--- config.mk ---
export PLATFORM = sky130hd
export DESIGN_NAME = prog_event_counter
export DESIGN_NICKNAME = d
export VERILOG_FILES = /design/src/rtl/prog_counter_pkg.sv /design/src/rtl/counter_prescaler.sv /design/src/rtl/prog_event_counter.sv
export SDC_FILE = /design/constraint.sdc
export NUM_CORES = 1
export LEC_CHECK = 0
export ABC_AREA = 1
export CAP_MARGIN = 20
export CELL_PAD_IN_SITES_DETAIL_PLACEMENT = 0
export CELL_PAD_IN_SITES_GLOBAL_PLACEMENT = 2
export CORE_ASPECT_RATIO = 0.7
export CORE_UTILIZATION = 28
export DETAILED_ROUTE_END_ITERATION = 16
export PLACE_DENSITY_LB_ADDON = 0.15
export SETUP_SLACK_MARGIN = 0.15
export SYNTH_ARGS = -nofsm -noshare
export SYNTH_HDL_FRONTEND = slang
export SYNTH_SLANG_ARGS = --single-unit
--- constraint.sdc ---
create_clock -name clk -period 4.9 [get_ports clk]
set_clock_uncertainty 0.1 [all_clocks]
set_input_delay 0.98 -clock clk [delete_from_list [all_inputs] [get_ports clk]]
set_output_delay 0.98 -clock clk [all_outputs]
set_load 0.005 [all_outputs]
--- src/rtl/prog_counter_pkg.sv ---
// prog_counter_pkg: shared constants for the programmable event counter.
// Exports the mode encodings and the default width parameters used by
// prog_event_counter and counter_prescaler.
package prog_counter_pkg;

  localparam logic [1:0] MODE_FREE    = 2'b00;
  localparam logic [1:0] MODE_RELOAD  = 2'b01;
  localparam logic [1:0] MODE_ONESHOT = 2'b10;
  localparam logic [1:0] MODE_DOWN    = 2'b11;

  localparam int DEFAULT_WIDTH      = 23;
  localparam int DEFAULT_PRESCALE_W = 8;

endpackage

--- src/rtl/counter_prescaler.sv ---
// counter_prescaler: divides enabled cycles down to a single-cycle tick.
// Ports: clk/rst (sync, active-high), clr (clear divider), en (advance),
//        prescale (tick every prescale+1 enabled cycles), tick (combinational).
module counter_prescaler
  import prog_counter_pkg::*;
#(
  parameter int PRESCALE_W = DEFAULT_PRESCALE_W
) (
  input  logic                  clk,
  input  logic                  rst,
  input  logic                  clr,
  input  logic                  en,
  input  logic [PRESCALE_W-1:0] prescale,
  output logic                  tick
);

  localparam logic [PRESCALE_W-1:0] PSC_ONE = {{(PRESCALE_W-1){1'b0}}, 1'b1};

  logic [PRESCALE_W-1:0] psc_q, psc_d;

  // Equality compare only: if prescale drops below the running value the
  // divider keeps counting and rolls through 2^PRESCALE_W before matching.
  always_comb begin
    tick  = 1'b0;
    psc_d = psc_q;
    if (clr || !en) begin
      psc_d = '0;
    end else if (psc_q == prescale) begin
      tick  = 1'b1;
      psc_d = '0;
    end else begin
      psc_d = psc_q + PSC_ONE;
    end
  end

  always_ff @(posedge clk) begin
    if (rst) psc_q <= '0;
    else     psc_q <= psc_d;
  end

endmodule

--- src/rtl/prog_event_counter.sv ---
// prog_event_counter: prescaled event counter with FREE/RELOAD/ONESHOT/DOWN modes.
// Ports: clk/rst (sync, active-high); en, clr, load/load_val, tc_val, mode,
//        prescale, capture in; counts, cap_val, tc_pulse, wrap_pulse, done out.
module prog_event_counter
  import prog_counter_pkg::*;
#(
  parameter int WIDTH      = DEFAULT_WIDTH,
  parameter int PRESCALE_W = DEFAULT_PRESCALE_W,
  parameter bit CLR_ON_DIS = 1'b1
) (
  input  logic                  clk,
  input  logic                  rst,
  input  logic                  en,
  input  logic                  clr,
  input  logic                  load,
  input  logic [WIDTH-1:0]      load_val,
  input  logic [WIDTH-1:0]      tc_val,
  input  logic [1:0]            mode,
  input  logic [PRESCALE_W-1:0] prescale,
  input  logic                  capture,
  output logic [WIDTH-1:0]      counts,
  output logic [WIDTH-1:0]      cap_val,
  output logic                  tc_pulse,
  output logic                  wrap_pulse,
  output logic                  done
);

  localparam logic [WIDTH-1:0] CNT_ONE = {{(WIDTH-1){1'b0}}, 1'b1};

  logic             tick;
  logic [WIDTH-1:0] counts_q, counts_d;
  logic [WIDTH-1:0] cap_q, cap_d;
  logic             tc_q, tc_d;
  logic             wrap_q, wrap_d;
  logic             done_q, done_d;
  logic             at_tc;

  // load also restarts the divider so the first tick after a load is a full period.
  counter_prescaler #(
    .PRESCALE_W (PRESCALE_W)
  ) u_prescaler (
    .clk      (clk),
    .rst      (rst),
    .clr      (clr | load),
    .en       (en),
    .prescale (prescale),
    .tick     (tick)
  );

  assign at_tc = (counts_q == tc_val);

  always_comb begin
    counts_d = counts_q;
    done_d   = done_q;
    tc_d     = 1'b0;
    wrap_d   = 1'b0;
    // Capture sits outside the control chain and always sees the pre-update count.
    cap_d    = capture ? counts_q : cap_q;

    if (clr) begin
      counts_d = '0;
      done_d   = 1'b0;
    end else if (load) begin
      counts_d = load_val;
      done_d   = 1'b0;
    end else if (!en) begin
      if (CLR_ON_DIS) begin
        counts_d = '0;
        done_d   = 1'b0;
      end
    end else if (tick) begin
      unique case (mode)
        MODE_FREE: begin
          counts_d = counts_q + CNT_ONE;
          tc_d     = at_tc;
          wrap_d   = &counts_q;
        end
        MODE_RELOAD: begin
          if (at_tc) begin
            counts_d = '0;
            tc_d     = 1'b1;
          end else begin
            counts_d = counts_q + CNT_ONE;
          end
        end
        MODE_ONESHOT: begin
          if (!done_q) begin
            if (at_tc) begin
              done_d = 1'b1;
              tc_d   = 1'b1;
            end else begin
              counts_d = counts_q + CNT_ONE;
            end
          end
        end
        default: begin  // MODE_DOWN
          if (counts_q == '0) begin
            counts_d = tc_val;
            tc_d     = 1'b1;
          end else begin
            counts_d = counts_q - CNT_ONE;
          end
        end
      endcase
    end

    // done only has meaning in ONESHOT; leaving that mode drops it.
    if (mode != MODE_ONESHOT) done_d = 1'b0;
  end

  always_ff @(posedge clk) begin
    if (rst) begin
      counts_q <= '0;
      cap_q    <= '0;
      tc_q     <= 1'b0;
      wrap_q   <= 1'b0;
      done_q   <= 1'b0;
    end else begin
      counts_q <= counts_d;
      cap_q    <= cap_d;
      tc_q     <= tc_d;
      wrap_q   <= wrap_d;
      done_q   <= done_d;
    end
  end

  assign counts     = counts_q;
  assign cap_val    = cap_q;
  assign tc_pulse   = tc_q;
  assign wrap_pulse = wrap_q;
  assign done       = done_q;

endmodule

==> flow_metrics.tcl <==
set metrics [dict create \
    clkLatencyLatePin_ns 0.35 \
    postCtsHoldBufs 0 \
    period_share 0.631 \
    drt_iter0_drc 563 \
    io_buffer_count 110 \
    cts_tree "yes" \
    antenna_found_initial 0 \
    num_vias 5843 \
    area_growth_pct 29.1 \
    worst_setup_path_end_kind "flop" \
    drc_errors 0 \
    syn_avg_cell_area_um2 5.66 \
    synth_adder_area_share 0.00973 \
    core_area_um2 18000 \
    grt_pass1_vias 5487 \
    crit_path_start_kind "input port" \
    worstPathRequired_ns 5.04 \
    place.detailed.hpwl_mm 16.2 \
    p_leak_nw 2.99 \
    ys_seq_elements 57 \
    start_util 0.286 \
    yosys.area_share.xor_xnor 0.0562 \
    place_area_um2 6350 \
    die_w_um 164 \
    vdd_drop_max_mv 0.117 \
    first_pass_iters 5 \
    diodes 0 \
    dieHeight_um 115 \
    crit_fanout 18 \
    grt_pass1_wl_mm 32.3 \
    synth_flop_cell "dfxtp_1" \
    numCtsBuffers 9 \
    wl_per_cell_um 16.7 \
    relSlewSlack 0.306 \
    cp_cell_sequence "clkdlybuf4s50_1 > nand2_1 > clkinv_1 > nand2_2 > nor2_1 > a21oi_1 > nand2_1 > nand2_1 > a21oi_2" \
    fin_area_um2 6640 \
    synth_top_family_by_area "simple AND/OR/NAND/NOR gates" \
    grt_max_degree 47 \
    gr-usage-all-layers 0.232 \
    ios 111 \
    yosysTopAreaCell "dfxtp_1" \
    synth-simple-area-share 0.455 \
    crit_type "input port to flop" \
    cpMostUsedCell "nand2_1" \
    total_power_w 0.00157 \
    tns_ns 0 \
    setup_violations 0 \
    worst_pin_slew_ns 1.04 \
    rsz0062_at_grt "no" \
    root_buffer "clkbuf_16" \
    wl_mm 20.7 \
    drive_gt1_frac 0.0727 \
    synthArstFlopShare 0 \
    yosys-top-cells-area "dfxtp_1 22%, nand2_1 22%, nor2_1 11%" \
    slew_viol_final 0 \
    synth_edf_count 0 \
    post-route-min-period_ns 3.09 \
    max_stage_delay_ns 0.54 \
    worstPathArrival_ns 3.23 \
    cap_violations 0 \
    synth_nets 975 \
    status "finished clean" \
    cts_setup_buffers 0 \
    synth_compound_area_frac 0.128 \
    synth_mux_area_frac 0 \
    power_density_nw_per_um2 237 \
    clockBufferDepth 2 \
    worst_path_max_delay_cell "nand2_2" \
    cts_resized 0 \
    yosysUniqueCellTypes 37 \
    max_freq_ghz 0.324 \
    die_area_um2 18900 \
    hp-class "flop to flop" \
    htreeDepth 3 \
    nets 1065 \
    vias_per_cell 4.71 \
    core.rowCount 41 \
    place_congestion 0.869 \
    grt_overflow 0 \
    ys_seq_area_frac 0.222 \
    final.fill_count 2075 \
    ys_warn_count 0 \
    antenna_left 0 \
    finalHoldViolCount 0 \
    syn_area_um2 5140 \
    clock-sinks 57 \
    synth_top_cell_area_share 0.222 \
    cts.reportedPaths.clkPinSlew_ns 0.06 \
    synthesis.instances 909 \
]
## final timing paths
path | depth (start not counted) | startpoint | slack (ns) | to
hold reg to reg | 1 | u_prescaler.psc_q[0] | 0.37 | u_prescaler.psc_q[0]
hold / removal | 1 | u_prescaler.psc_q[0] | 0.37 | u_prescaler.psc_q[0]
setup reg to reg | 11 | counts[19] | 2.19 | counts[4]
setup / recovery | 9 | mode[0] | 1.81 | counts[9]
## logic make-up (layout without fill, tap and decap cells)
| group | Yosys count | after routing |
|---|---|---|
| AOI/OAI and AO/OA | 108 | 108 |
| xor gates and xnor gates | 33 | 33 |
| adders and majority gates | 4 | 4 |
| buffers and inverters | 149 | 244 |
| DFF | 57 | 57 |
| and+or+nand+nor | 558 | 558 |
## per-layer routing
metal	wire, um	GRT usage	part of all wire	vias up
met5	0	0	0	-
met2	7600	0.311	0.37	203
li1	-	-	-	3022
met3	1530	0.0476	0.074	9
met1	11500	0.367	0.55	2609
met4	143	0.0475	0.0069	0
## per-stage QoR
step,util,hold slack [ns],setup WS (ns),cells
after floorplan,-,0.330,2.62,909
after global placement,0.352,0.352,1.46,1224
after detailed placement,0.352,0.358,1.51,1224
after CTS,0.369,0.374,1.87,1240
after global routing,0.369,0.391,1.62,1240
final,0.369,0.368,1.81,1240
## cells in the mapped netlist, types with 2 or more instances
cell type,n
nand2_1,299
nor2_1,155
inv_1,100
dfxtp_1,57
nand3_1,54
a21oi_1,34
o21ai_0,25
a211oi_1,23
xor2_1,23
a21oi_2,16
clkbuf_1,14
nand4_1,12
buf_2,11
inv_2,10
xnor2_1,10
nor3_1,9
o21ai_1,9
nor2_2,7
buf_6,5
nor2_4,5
buf_4,4
ha_1,4
nand2_2,4
nand3_2,4
buf_8,2
nand2_4,2
## power breakdown
group	internal [W]	switching [W]
Clock	0.000371	0.000251
Sequential	0.000484	0.0000357
Combinational	0.000176	0.000254
## worst max-delay path, delay by kind of cell
| family | cells | cell delay (ns) |
|---|---|---|
| AO/OA/AOI/OAI | 2 | 0.34 |
| AND/OR/NAND/NOR | 5 | 1.00 |
| buffers and inverters | 2 | 0.89 |
## layout by cell type (no fill, tap or decap), types with 4 or more instances in the layout
master           instances
ha_1                     4
nor3_1                   9
nand3_1                 54
nand3_2                  4
a21oi_1                 34
xnor2_1                 10
a211oi_1                23
inv_1                  100
nor2_1                 155
a21oi_2                 16
o21ai_0                 25
inv_2                   10
o21ai_1                  9
nor2_4                   5
clkbuf_16                9
buf_4                    6
nor2_2                   7
xor2_1                  23
nand2_1                299
nand2_2                  4
dfxtp_1                 57
nand4_1                 12
clkdlybuf4s50_1        110
## sequential cells by signal, summed over array words and instances, names as in the netlist
register	count
u_prescaler.psc_q	8
wrap_pulse	1
done	1
counts	23
cap_val	23
tc_pulse	1
## area by class of cell
class                   count  area (um2)  area share
clock buffers              11         253      0.0381
clock inverters             5        40.0     0.00603
inverters                 112         425      0.0641
multi-input cells         703        3340       0.503
flip-flops and latches     57        1140       0.172
well taps                 236         295      0.0445
repair buffers            116        1150       0.173
Note: power is estimated with default switching activity, not from simulation.
